## src/rtl/boot_loader_pkg.sv

```systemverilog
// boot_loader_pkg: shared types and constants for the boot loader.
//   state_t      loader FSM states
//   FIELD_BYTES  bytes per stream field (address, count, data, checksum)
//   WORD_BYTES   bytes per memory word (address stride)
//   LANE_LAST    byte-lane index that completes a field
package boot_loader_pkg;

  localparam int unsigned FIELD_BYTES = 4;
  localparam int unsigned WORD_BYTES  = 4;

  localparam logic [1:0] LANE_LAST = 2'(FIELD_BYTES - 1);

  typedef enum logic [2:0] {
    S_ADDR  = 3'd0,
    S_COUNT = 3'd1,
    S_DATA  = 3'd2,
    S_CSUM  = 3'd3,
    S_DONE  = 3'd4,
    S_ERROR = 3'd5
  } state_t;

endpackage

```

## src/rtl/boot_loader_byte_packer.sv

```systemverilog
// byte_packer: assembles little-endian 32-bit fields from a byte stream.
//   CLK, RESET       clock, async active-low reset
//   byte_valid_i     a byte is transferred this cycle
//   byte_i           the transferred byte
//   word_done_o      pulse: this transfer completes a field
//   word_o           assembled field, valid while word_done_o is high
// The fourth byte is not stored: it is merged combinationally so the
// completed field is usable in the same cycle as its last byte.
module byte_packer
  import boot_loader_pkg::*;
(
  input  logic        CLK,
  input  logic        RESET,
  input  logic        byte_valid_i,
  input  logic [7:0]  byte_i,
  output logic        word_done_o,
  output logic [31:0] word_o
);

  logic [1:0]  lane_q;
  logic [23:0] asm_q;

  assign word_done_o = byte_valid_i && (lane_q == LANE_LAST);
  assign word_o      = {byte_i, asm_q};

  always_ff @(posedge CLK or negedge RESET) begin
    if (!RESET) begin
      lane_q <= 2'd0;
      asm_q  <= 24'd0;
    end else if (byte_valid_i) begin
      lane_q <= lane_q + 2'd1;
      case (lane_q)
        2'd0:    asm_q[7:0]   <= byte_i;
        2'd1:    asm_q[15:8]  <= byte_i;
        2'd2:    asm_q[23:16] <= byte_i;
        default: asm_q        <= asm_q;
      endcase
    end
  end

endmodule

```

## src/rtl/boot_loader.sv

```systemverilog
// boot_loader: loads a program image from a byte stream into memory and
// releases the processor core once the image is complete.
//   CLK, RESET            clock, async active-low reset
//   in_valid/in_data      byte stream input; in_ready accepts it
//   out_write_*           one-cycle registered memory write port
//   out_core_run          high once loading finished (core reset inverse)
//   out_error             sticky protocol error
//   out_words_written     completed memory writes
// Frame: base address, word count N, N data words, and with
// LOADER_CHECKSUM_EN defined a trailing 32-bit sum of the data words.
//
// state   | meaning
// S_ADDR  | collecting base address
// S_COUNT | collecting word count
// S_DATA  | collecting data words, one write per word
// S_CSUM  | collecting checksum (LOADER_CHECKSUM_EN only)
// S_DONE  | image loaded, core released
// S_ERROR | protocol error, core held in reset
module boot_loader
  import boot_loader_pkg::*;
#(
  parameter int unsigned MAX_WORDS        = 65536,
  parameter bit          BASE_ALIGN_CHECK = 1'b1
) (
  input  logic        CLK,
  input  logic        RESET,
  input  logic        in_valid,
  input  logic [7:0]  in_data,
  output logic        in_ready,
  output logic        out_write_enable,
  output logic [31:0] out_write_address,
  output logic [31:0] out_write_data,
  output logic        out_core_run,
  output logic        out_error,
  output logic [31:0] out_words_written
);

`ifdef LOADER_CHECKSUM_EN
  localparam state_t S_AFTER_DATA = S_CSUM;
`else
  localparam state_t S_AFTER_DATA = S_DONE;
`endif

  state_t      state_q, state_d;
  logic [31:0] base_q, base_d;
  logic [31:0] count_q, count_d;
  logic [31:0] idx_q, idx_d;
  logic        we_q, we_d;
  logic [31:0] waddr_q, waddr_d;
  logic [31:0] wdata_q, wdata_d;
  logic [31:0] words_q, words_d;
  logic        run_q, run_d;
`ifdef LOADER_CHECKSUM_EN
  logic [31:0] csum_q, csum_d;
`endif

  logic        xfer;
  logic        word_done;
  logic [31:0] word;

  assign in_ready = (state_q == S_ADDR) || (state_q == S_COUNT) ||
                    (state_q == S_DATA) || (state_q == S_CSUM);
  assign xfer     = in_valid && in_ready;

  byte_packer u_packer (
    .CLK          (CLK),
    .RESET        (RESET),
    .byte_valid_i (xfer),
    .byte_i       (in_data),
    .word_done_o  (word_done),
    .word_o       (word)
  );

  always_comb begin
    state_d = state_q;
    base_d  = base_q;
    count_d = count_q;
    idx_d   = idx_q;
    we_d    = 1'b0;
    waddr_d = waddr_q;
    wdata_d = wdata_q;
    words_d = words_q;
    // Released the cycle after S_DONE is entered, so the last write
    // strobe always precedes the core leaving reset.
    run_d   = run_q || (state_q == S_DONE);
`ifdef LOADER_CHECKSUM_EN
    csum_d  = csum_q;
`endif
    case (state_q)
      S_ADDR: if (word_done) begin
        if (BASE_ALIGN_CHECK && (word[1:0] != 2'b00)) begin
          state_d = S_ERROR;
        end else begin
          base_d  = {word[31:2], 2'b00};
          state_d = S_COUNT;
        end
      end
      S_COUNT: if (word_done) begin
        if (word == 32'd0) begin
          state_d = S_AFTER_DATA;
        end else if (word > MAX_WORDS) begin
          state_d = S_ERROR;
        end else begin
          count_d = word;
          idx_d   = 32'd0;
          state_d = S_DATA;
        end
      end
      S_DATA: if (word_done) begin
        we_d    = 1'b1;
        waddr_d = base_q + (idx_q << 2);
        wdata_d = word;
        idx_d   = idx_q + 32'd1;
        words_d = words_q + 32'd1;
`ifdef LOADER_CHECKSUM_EN
        csum_d  = csum_q + word;
`endif
        if (idx_q + 32'd1 == count_q) state_d = S_AFTER_DATA;
      end
      S_CSUM: begin
`ifdef LOADER_CHECKSUM_EN
        if (word_done) state_d = (word == csum_q) ? S_DONE : S_ERROR;
`else
        state_d = S_ERROR;
`endif
      end
      S_DONE:  state_d = S_DONE;
      S_ERROR: state_d = S_ERROR;
      default: state_d = S_ERROR;
    endcase
  end

  always_ff @(posedge CLK or negedge RESET) begin
    if (!RESET) begin
      state_q <= S_ADDR;
      base_q  <= 32'd0;
      count_q <= 32'd0;
      idx_q   <= 32'd0;
      we_q    <= 1'b0;
      waddr_q <= 32'd0;
      wdata_q <= 32'd0;
      words_q <= 32'd0;
      run_q   <= 1'b0;
`ifdef LOADER_CHECKSUM_EN
      csum_q  <= 32'd0;
`endif
    end else begin
      state_q <= state_d;
      base_q  <= base_d;
      count_q <= count_d;
      idx_q   <= idx_d;
      we_q    <= we_d;
      waddr_q <= waddr_d;
      wdata_q <= wdata_d;
      words_q <= words_d;
      run_q   <= run_d;
`ifdef LOADER_CHECKSUM_EN
      csum_q  <= csum_d;
`endif
    end
  end

  assign out_write_enable  = we_q;
  assign out_write_address = waddr_q;
  assign out_write_data    = wdata_q;
  assign out_words_written = words_q;
  assign out_core_run      = run_q;
  assign out_error         = (state_q == S_ERROR);

endmodule
```

## config.mk

```make
export PLATFORM = sky130hd
export DESIGN_NAME = boot_loader
export DESIGN_NICKNAME = d
export VERILOG_FILES = /design/src/rtl/boot_loader_pkg.sv /design/src/rtl/boot_loader_byte_packer.sv /design/src/rtl/boot_loader.sv
export SDC_FILE = /design/constraint.sdc
export NUM_CORES = 1
export LEC_CHECK = 0
export CAP_MARGIN = 20
export CORE_MARGIN = 2
export CORE_UTILIZATION = 35
export CTS_BUF_LIST = sky130_fd_sc_hd__clkbuf_4 sky130_fd_sc_hd__clkbuf_8 sky130_fd_sc_hd__clkbuf_16
export DETAILED_ROUTE_END_ITERATION = 6
export PLACE_DENSITY = 0.55
export SYNTH_ARGS = -nofsm -noshare
export SYNTH_HDL_FRONTEND = slang
export SYNTH_SLANG_ARGS = --single-unit
```

## constraint.sdc

```tcl
create_clock -name CLK -period 3.35 [get_ports CLK]
set_input_delay 0.335 -clock CLK [delete_from_list [all_inputs] [get_ports CLK]]
set_output_delay 0.335 -clock CLK [all_outputs]
set_load 0.03 [all_outputs]
```

## Word-level counts from Yosys, hierarchy flattened

Cells that the tools add are included.

| storage, ports and cells | value |
|---|---|
| bits in registers | 221 |
| bits in latches | 0 |
| memory bits (writable) | 0 |
| memory bits (read-only) | 0 |
| bits of input ports | 11 |
| output and inout bits | 100 |
| logic and storage cells | 70 |
| memories | 0 |

| cells by class | value |
|---|---|
| $add $sub $neg | 4 |
| $mul | 0 |
| divide/modulo/power cells | 0 |
| $lt $le $gt $ge | 1 |
| equality and inequality tests | 15 |
| shifts and indexed selects | 0 |
| muxes and demuxes | 15 |
| bitwise logic cells | 3 |
| reduce and logical (&&, ||, !) cells | 19 |

Operator list:

| cell | count |
|---|---|
| $mux 32 | 4 |
| $add 32x1->32 const B | 2 |
| $pmux 32 s2 | 1 |
| $add 32x32->32 | 1 |
| $eq 32x32->1 | 1 |
| $gt 32x17->1 const B | 1 |
| $logic_not 32->1 | 1 |
| $mux 3 | 7 |
| $pmux 3 s4 | 1 |
| $ne 2x1->1 const B | 4 |
| $reduce_and 2->1 | 4 |
| $reduce_and 4->1 | 2 |
| $eq 3x2->1 const B | 2 |
| $eq 3x3->1 const B | 2 |
| $reduce_and 5->1 | 1 |
| $eq 2x2->1 const B | 2 |
| $logic_or 1x1->1 | 4 |
| $ne 2x2->1 const B | 2 |
| $reduce_bool 2->1 | 2 |
| $eq 3x1->1 const B | 1 |
| $logic_not 3->1 | 1 |
| $not 1->1 | 3 |
| $reduce_and 3->1 | 1 |
| $add 2x1->2 const B | 1 |
| other kinds (4) | 6 |

## Logic depth before layout (Yosys ltp)

Gate-level depths: netlist of the first run.

| logic depth | value |
|---|---|
| depth after elaboration | 8 |
| mapped depth | 12 |
| depth with buffers taken out | 11 |

## By module

Synthesis of the first run repeated with hierarchy kept, for this count alone.

| unflattened totals | value |
|---|---|
| cell total of the unflattened synthesis | 1131 |
| area, all modules | 11521.0 um^2 |

By module, submodules not included:

| module | instances | cells an instance | area each (um^2) | sequential area each (um^2) |
|---|---|---|---|---|
| boot_loader | 1 | 1059 | 10296.1 | 4829.6 |
| byte_packer | 1 | 72 | 1224.9 | 650.6 |

## Worst setup path before layout of the first run

OpenSTA, ideal clock, no wires.

| timing path | value |
|---|---|
| path kind | register -> register |
| start point | register idx_q[0] |
| end point | register state_q[2] |
| setup time | 66 ps |
| data arrival time | 2555 ps |
| required time | 3284 ps |
| slack | 729 ps |
| cell stages (with the launch flop) | 10 |
| path buffers | 0 |
| period minus slack after synthesis | 2621 ps |
| cell sequence | dfrtp_1 ha_1 nand4_2 nor4_4 nand3_1 xnor2_1 a2111oi_1 nand4_1 o31ai_2 o31a_1 |

| between the ends | value |
|---|---|
| word-level cells in the longest chain between the ends | 4 |

Ends and longest elaborated chain:

| item | RTL line | text |
|---|---|---|
| start, declared | boot_loader.sv:47 | `logic [31:0] idx_q, idx_d;` |
| start signal, assigned | boot_loader.sv:151 | `idx_q <= idx_d;` |
| $add 32x1->32 | boot_loader.sv:118 | `if (idx_q + 32'd1 == count_q) state_d = S_AFTER_DATA;` |
| $eq 32x32->1 | boot_loader.sv:118 |  |
| $ne 2x1->1 (no line) | - |  |
| $reduce_and 4->1 (no line) | - |  |
| end signal, assigned | boot_loader.sv:148 | `state_q <= state_d;` |
| end, declared | boot_loader.sv:44 | `state_t state_q, state_d;` |

No other way between the ends.
A chain may end at the register's enable or synchronous reset.

## Final worst setup path of the first run

Ends and elaborated chain as after synthesis.

==> results of run 1 <==
==> cell usage in the layout, fill, tap and decap left out, types with 14 or more instances in the layout <==
| cell | netlist | layout |
|---|---|---|
| nor2_1 | 43 | 43 |
| inv_1 | 17 | 17 |
| nand3_1 | 32 | 32 |
| buf_4 | 3 | 23 |
| clkdlybuf4s50_1 | 0 | 107 |
| mux2_2 | 74 | 74 |
| ha_1 | 35 | 35 |
| clkbuf_16 | 0 | 27 |
| xnor2_1 | 53 | 53 |
| nand4_1 | 26 | 26 |
| and2_1 | 26 | 26 |
| dfrtp_1 | 219 | 219 |
| nor3_1 | 18 | 18 |
| nand2_1 | 190 | 190 |
| o31ai_1 | 23 | 23 |
| and3_1 | 14 | 14 |
| xor2_1 | 45 | 45 |
| o21ai_0 | 77 | 77 |
| nor4_1 | 14 | 14 |
| a21oi_1 | 39 | 39 |
==> stage by stage <==
| stage | hold slack, ns | setup slack, ns | total power, mW |
|---|---|---|---|
| floorplan | 0.0394 | 0.729 | 3.25 |
| global placement | 0.458 | 0.458 | 3.52 |
| detailed placement | 0.462 | 0.367 | 3.53 |
| CTS | 0.476 | 0.343 | 6.37 |
| global route | 0.488 | 0.0625 | 6.55 |
| finish | 0.458 | 0.313 | 6.28 |
==> routing by layer <==
metal	vias to the layer above	part of all wire, %
met2	235	42
met1	4181	50
met5	-	0
met3	54	5.7
li1	4235	-
met4	0	2.1
==> worst max-delay path, stage by stage (launching register included) <==
cell and delay [ns]:
dfrtp_1 0.49, ha_1 0.36, nand4_2 0.26, nor3_1 0.36
mux2_2 0.37, a2111oi_1 0.42, nand4_1 0.19, o31ai_2 0.35
o31a_1 0.18
==> Yosys cell counts (3+ instances only) <==
library cell  instances  share of area, %
buf_4                 3              0.20
nand4_2               3              0.33
o21bai_1              6              0.40
nand2_1             190               6.3
and4_1               10              0.77
nor4_1               14              0.77
o21ai_1              11              0.48
nand2b_1              5              0.28
inv_1                17              0.56
buf_2                10              0.44
a31oi_1               9              0.50
nand4_1              26               1.4
dfrtp_1             219                48
and3_1               14              0.77
a211oi_1             11              0.73
nor4b_1               3              0.23
a21oi_1              39               1.7
o21ai_0              77               3.4
buf_1                 4              0.13
ha_1                 35               3.9
o31ai_1              23               1.5
nand3_1              32               1.4
o21a_1                7              0.46
and2_1               26               1.4
clkbuf_1             32               1.1
xnor2_1              53               4.1
o211ai_1              3              0.20
nor3_1               18              0.79
o22ai_1               3              0.17
xor2_1               45               3.5
a21o_1                5              0.33
nor2b_1               6              0.33
nor2_1               43               1.4
or3_1                 5              0.28
mux2_2               74               7.3
==> sequential cells by signal, indices dropped and copies added, names as in the netlist <==
signal,flops
out_words_written,32
base_q,30
count_q,32
out_write_enable,1
u_packer.lane_q,2
out_write_address,30
out_write_data,32
u_packer.asm_q,24
state_q,3
out_core_run,1
idx_q,32
==> layout make-up <==
cell class	count	area share, %
well taps	402	3.64
multi-input cells	842	40.6
clock inverters	14	0.716
flip-flops and latches	219	39.7
repair buffers	133	9.33
clock buffers	34	5.54
inverters	18	0.489
==> where the power goes <==
group | internal [mW] | total [mW] | switching, mW
logic | 0.204 | 0.402 | 0.198
registers | 2.81 | 3.07 | 0.261
clock network | 1.62 | 2.81 | 1.18
total | 4.64 | 6.28 | 1.64
==> worst max-delay path by stage <==
stage / endpoint / slack, ns
floorplan: state_q[2] / 0.73
global placement: out_write_address[30] / 0.46
detailed placement: state_q[2] / 0.37
CTS: state_q[2] / 0.34
global route: state_q[2] / 0.06
finish: state_q[2] / 0.31
==> kinds of logic after synthesis <==
| logic type | count (synthesis) | synth area share [%] |
|---|---|---|
| XOR/XNOR | 98 | 7.56 |
| other | 1 | 0.0330 |
| buffers and inverters | 67 | 2.42 |
| AO/OA/AOI/OAI | 217 | 12.0 |
| flip-flops | 219 | 48.3 |
| AND/OR/NAND/NOR | 413 | 18.2 |
| multiplexers | 76 | 7.52 |
| adder cells (fa/ha/maj) | 36 | 4.03 |
==> repair_timing <==
item / in CTS / in global routing
buffers inserted: 0 / 0
endpoints found under the hold margin: 101 / 0
hold buffers: 1 / 0
gates resized for setup: 0 / 0
==> results_dict.tcl, run 1 <==
set metrics [dict create \
    outcome "completed" \
    grt_util_all_layers_pct 18.1 \
    top_usage_layer "met1" \
    first_iter_violations 714 \
    critPathLaunch "idx_q[0]" \
    grt_antenna_before_repair 0 \
    slew_headroom_pct 41.6 \
    cts-root-buf "clkbuf_16" \
    fin_setup_tns_ns 0 \
    synth_edf_count 0 \
    syn_avg_cell_area_sq_um 10.1 \
    vias 8705 \
    grt_max_degree 133 \
    fin_util_pct 43.5 \
    htree_levels 1 \
    port_buffers 108 \
    use_met1_pct 27.7 \
    clock_sinks 219 \
    drcViolationCount 0 \
    area_delta_synth_final_pct 21.7 \
    worst_ep_required_time_ns 3.82 \
    ir_drop_mv 0.311 \
    synth_seq_cells 219 \
    rows 65 \
    use_met2_pct 26.7 \
    worstMarginPinSlew_ns 0.875 \
    clk_latency_ns 0.53 \
    ff2ff_path_depth 8 \
    setup_violations 0 \
    hp-class "in2async" \
    drive_gt1_share_pct 13.2 \
    dpl.hpwl_microns 21200 \
    ys_seq_area_share_pct 48.3 \
    grt_pass1_wl_microns 48600 \
    via_per_inst 5.24 \
    pin_count 111 \
    cp-end-kind "register" \
    drv_cap 0 \
    max_freq_mhz 329 \
    powerDensity_nw_per_um2 455 \
    synthCells 1127 \
    async_flop_share_pct 100 \
    worstPathArrival_ns 3.51 \
    wl_per_cell_microns 18.1 \
    reg2reg_slack_ns 0.31 \
    cts_buffers 27 \
    clk_pin_slew_ns 0.06 \
    timing.rr.end "state_q[2]" \
    dr.pass1.iters 5 \
    finClkSkew_ns 0.0128 \
    antenna_cells 0 \
    period_needed_ns 3.04 \
    instances_no_fill 1662 \
    die_x_microns 184 \
    ys_warn_count 0 \
    synth.distinct_cells 74 \
    postLayoutCellArea_sq_um 13800 \
    die_h_microns 184 \
    overflow 0 \
    multi_input_comb_area_sq_um 5610 \
    placed_cells 1613 \
    syn_area_sq_um 11400 \
    core_sq_um 31700 \
    placed_cell_area_sq_um 12900 \
    r2r-start "idx_q[0]" \
    grt_pass1_vias 8404 \
    hold_viol_final 0 \
    post-route-period-util_pct 90.7 \
    place.gp.congestion 0.873 \
    grtUsageMet3_pct 2.94 \
    cp-start-kind "register" \
    finalWirelength_microns 30100 \
    crit_type "reg2reg" \
    rsz0062_at_grt "no" \
    ff_latch_area_sq_um 5480 \
    die-area_sq_um 33900 \
    cts.path.max_buffers 3 \
    cp_max_fo 8 \
    ant_nets 0 \
    floorplan.initialDensity_pct 35.8 \
    synthFlopType "dfrtp_1" \
    maxSlewViolCount 0 \
    cts_tree "built" \
    fill_cells 3050 \
    leakage_nw 6.38 \
    fin_nets 1288 \
]
No activity file was read; power rests on OpenSTA's default activity.
==> inputs of run 2 (changes only) <==
==> constraint.sdc (replaced) <==
create_clock -name CLK -period 3.4 [get_ports CLK]
set_input_delay 0.34 -clock CLK [delete_from_list [all_inputs] [get_ports CLK]]
set_output_delay 0.34 -clock CLK [all_outputs]
set_load 0.03 [all_outputs]
==> run 2 against run 1 <==
Net effect:
- clock power decreased by 5%
- clock skew increased by 0.0055 ns
- routed wire length decreased by 0.72%
- via count decreased by 0.22%
- hold slack got worse by 0.00056 ns
- worst setup slack improved by 0.058 ns
- non-clock buffer count decreased by 2
- highest routed layer unchanged
- sequential power decreased by 1%
- critical path depth unchanged
- die area unchanged
- first-iteration DRC count increased by 2.1%
- critical path type unchanged
==> results_dict.tcl, run 2 (synthesized netlist as in run 1, its figures left out) <==
set metrics [dict create \
    setup_violations 0 \
    port_buffers 108 \
    fin_ws_ns 0.371 \
    slew_headroom_pct 43.8 \
    htree_levels 1 \
    max_freq_mhz 330 \
    grt_antenna_before_repair 0 \
    clock_sinks 219 \
    final_cell_mix "dfrtp_1 (219), nand2_1 (190), clkdlybuf4s50_1 (107), o21ai_0 (77), mux2_2 (74)" \
    drcViolationCount 0 \
    die_x_microns 184 \
    crit_buf_inv 0 \
    top_usage_layer "met1" \
    dr.pass1.iters 5 \
    vias 8686 \
    finClkSkew_ns 0.0183 \
    post-route-period-util_pct 89.1 \
    worst-path-stages 8 \
    cts_resized 0 \
    layout_commonest_cell "dfrtp_1" \
    hold_viol_final 0 \
    antenna_cells 0 \
    fin_setup_tns_ns 0 \
    cts.path.max_buffers 3 \
    grt_util_all_layers_pct 18.2 \
    period_needed_ns 3.03 \
    path_cells "ha_1, nand4_2, nor3_1, mux2_2, a2111oi_1, nand4_1, o31ai_2, o31a_1" \
    clk_pin_slew_ns 0.06 \
    drv_cap 0 \
    pin_count 111 \
    drive_gt1_share_pct 12.8 \
    clock_power_share_pct 43.8 \
    timing.rr.end "state_q[2]" \
    finalWirelength_microns 29900 \
    first_iter_violations 729 \
    overflow 0 \
    cpPeakStageDelay_ns 0.50 \
    ff2ff_path_depth 8 \
    worstMarginPinSlew_ns 0.842 \
    ir_drop_mv 0.338 \
    wl_per_cell_microns 18.1 \
    pwr-share-comb_pct 6.5 \
    grt_max_degree 133 \
    powerDensity_nw_per_um2 443 \
    cp_top_family "compound AO/OA/AOI/OAI gates" \
    cts_buffers 27 \
    cts_tree "built" \
    switching_share_pct 26.0 \
    die_h_microns 184 \
    use_met2_pct 27.1 \
    use_met1_pct 27.8 \
    r2r-start "idx_q[0]" \
    cp-start-kind "register" \
    grt_pass1_vias 8441 \
    worstPathArrival_ns 3.50 \
    slowest_stage "dfrtp_1" \
    rsz0062_at_grt "no" \
    maxSlewViolCount 0 \
    outcome "completed" \
    fill_cells 3082 \
    pwr-share-seq_pct 49.7 \
    ant_nets 0 \
    reg2reg_slack_ns 0.37 \
    area_delta_synth_final_pct 21.2 \
    p_int_mw 4.51 \
    grtUsageMet3_pct 2.57 \
    grt_pass1_wl_microns 48600 \
    netSwitchingPower_mw 1.58 \
    clk_latency_ns 0.54 \
    cts-hold-fix-buffers 1 \
    fin_nets 1286 \
    leakage_nw 6.35 \
    place.gp.congestion 0.858 \
    via_per_inst 5.25 \
    endpoint "state_q[2]" \
    dpl.hpwl_microns 21200 \
    cp-end-kind "register" \
    dp_slack_ns 0.395 \
    cts-root-buf "clkbuf_16" \
    core_sq_um 31700 \
    die-area_sq_um 33900 \
    floorplan.initialDensity_pct 35.8 \
    cp_max_fo 8 \
    crit_type "reg2reg" \
    rows 65 \
    hp-class "in2async" \
    post-cts-setup-buffers 0 \
    worst_ep_required_time_ns 3.87 \
    critPathLaunch "idx_q[0]" \
]
## run 2: cell count changes in the layout (fill, tap and decap cells not counted)
cell and change:
buf_4 -2, inv_6 +2, inv_8 -1, clkbuf_4 +2
clkinv_2 -2, clkinvlp_4 -3, clkbuf_8 -3, clkinv_4 +1
## run 2: final cells by class
type,count,area (sq um),area share [%]
clock buffers,33,739,5.38
inverters,18,67.6,0.491
clock inverters,11,81.3,0.591
flip-flops and latches,219,5480,39.8
well taps,402,503,3.66
multi-input cells,842,5610,40.8
repair buffers,131,1270,9.26
## run 2: worst min path at each step
stage / end / from / slack (ns)
2_1_floorplan: base_q[10] / RESET / 0.04
3_3_place_gp: out_core_run / out_core_run / 0.46
3_5_place_dp: idx_q[18] / RESET / 0.46
4_1_cts: out_words_written[31] / out_words_written[31] / 0.48
5_1_grt: out_write_data[12] / out_write_data[12] / 0.49
6_report: idx_q[18] / RESET / 0.46
## run 2: power by group through the flow
stage	clock (mW)	combinational [mW]	sequential, mW
final	2.67	0.394	3.03
after global routing	2.86	0.443	3.06
after CTS	2.75	0.407	3.03
after detailed placement	0	0.403	3.08
after global placement	0	0.393	3.07
after floorplan	0	0.254	2.95
## run 2: metal layers
layer  up-vias  routed length, microns
li1       4227                       -
met5         -                       0
met2       193                   13000
met3        26                    1520
met1      4240                   15000
met4         0                     366
## run 2: stage by stage
step / instances / utilization (%) / power [mW] / hold WS (ns) / area, sq um
global placement: 1611 / 40.7 / 3.47 / 0.458 / 12900
finish: 1656 / 43.4 / 6.09 / 0.457 / 13800
global route: 1656 / 43.4 / 6.36 / 0.495 / 13800
detailed placement: 1611 / 40.7 / 3.48 / 0.462 / 12900
floorplan: 1128 / - / 3.20 / 0.0444 / 11400
CTS: 1656 / 43.4 / 6.19 / 0.476 / 13800
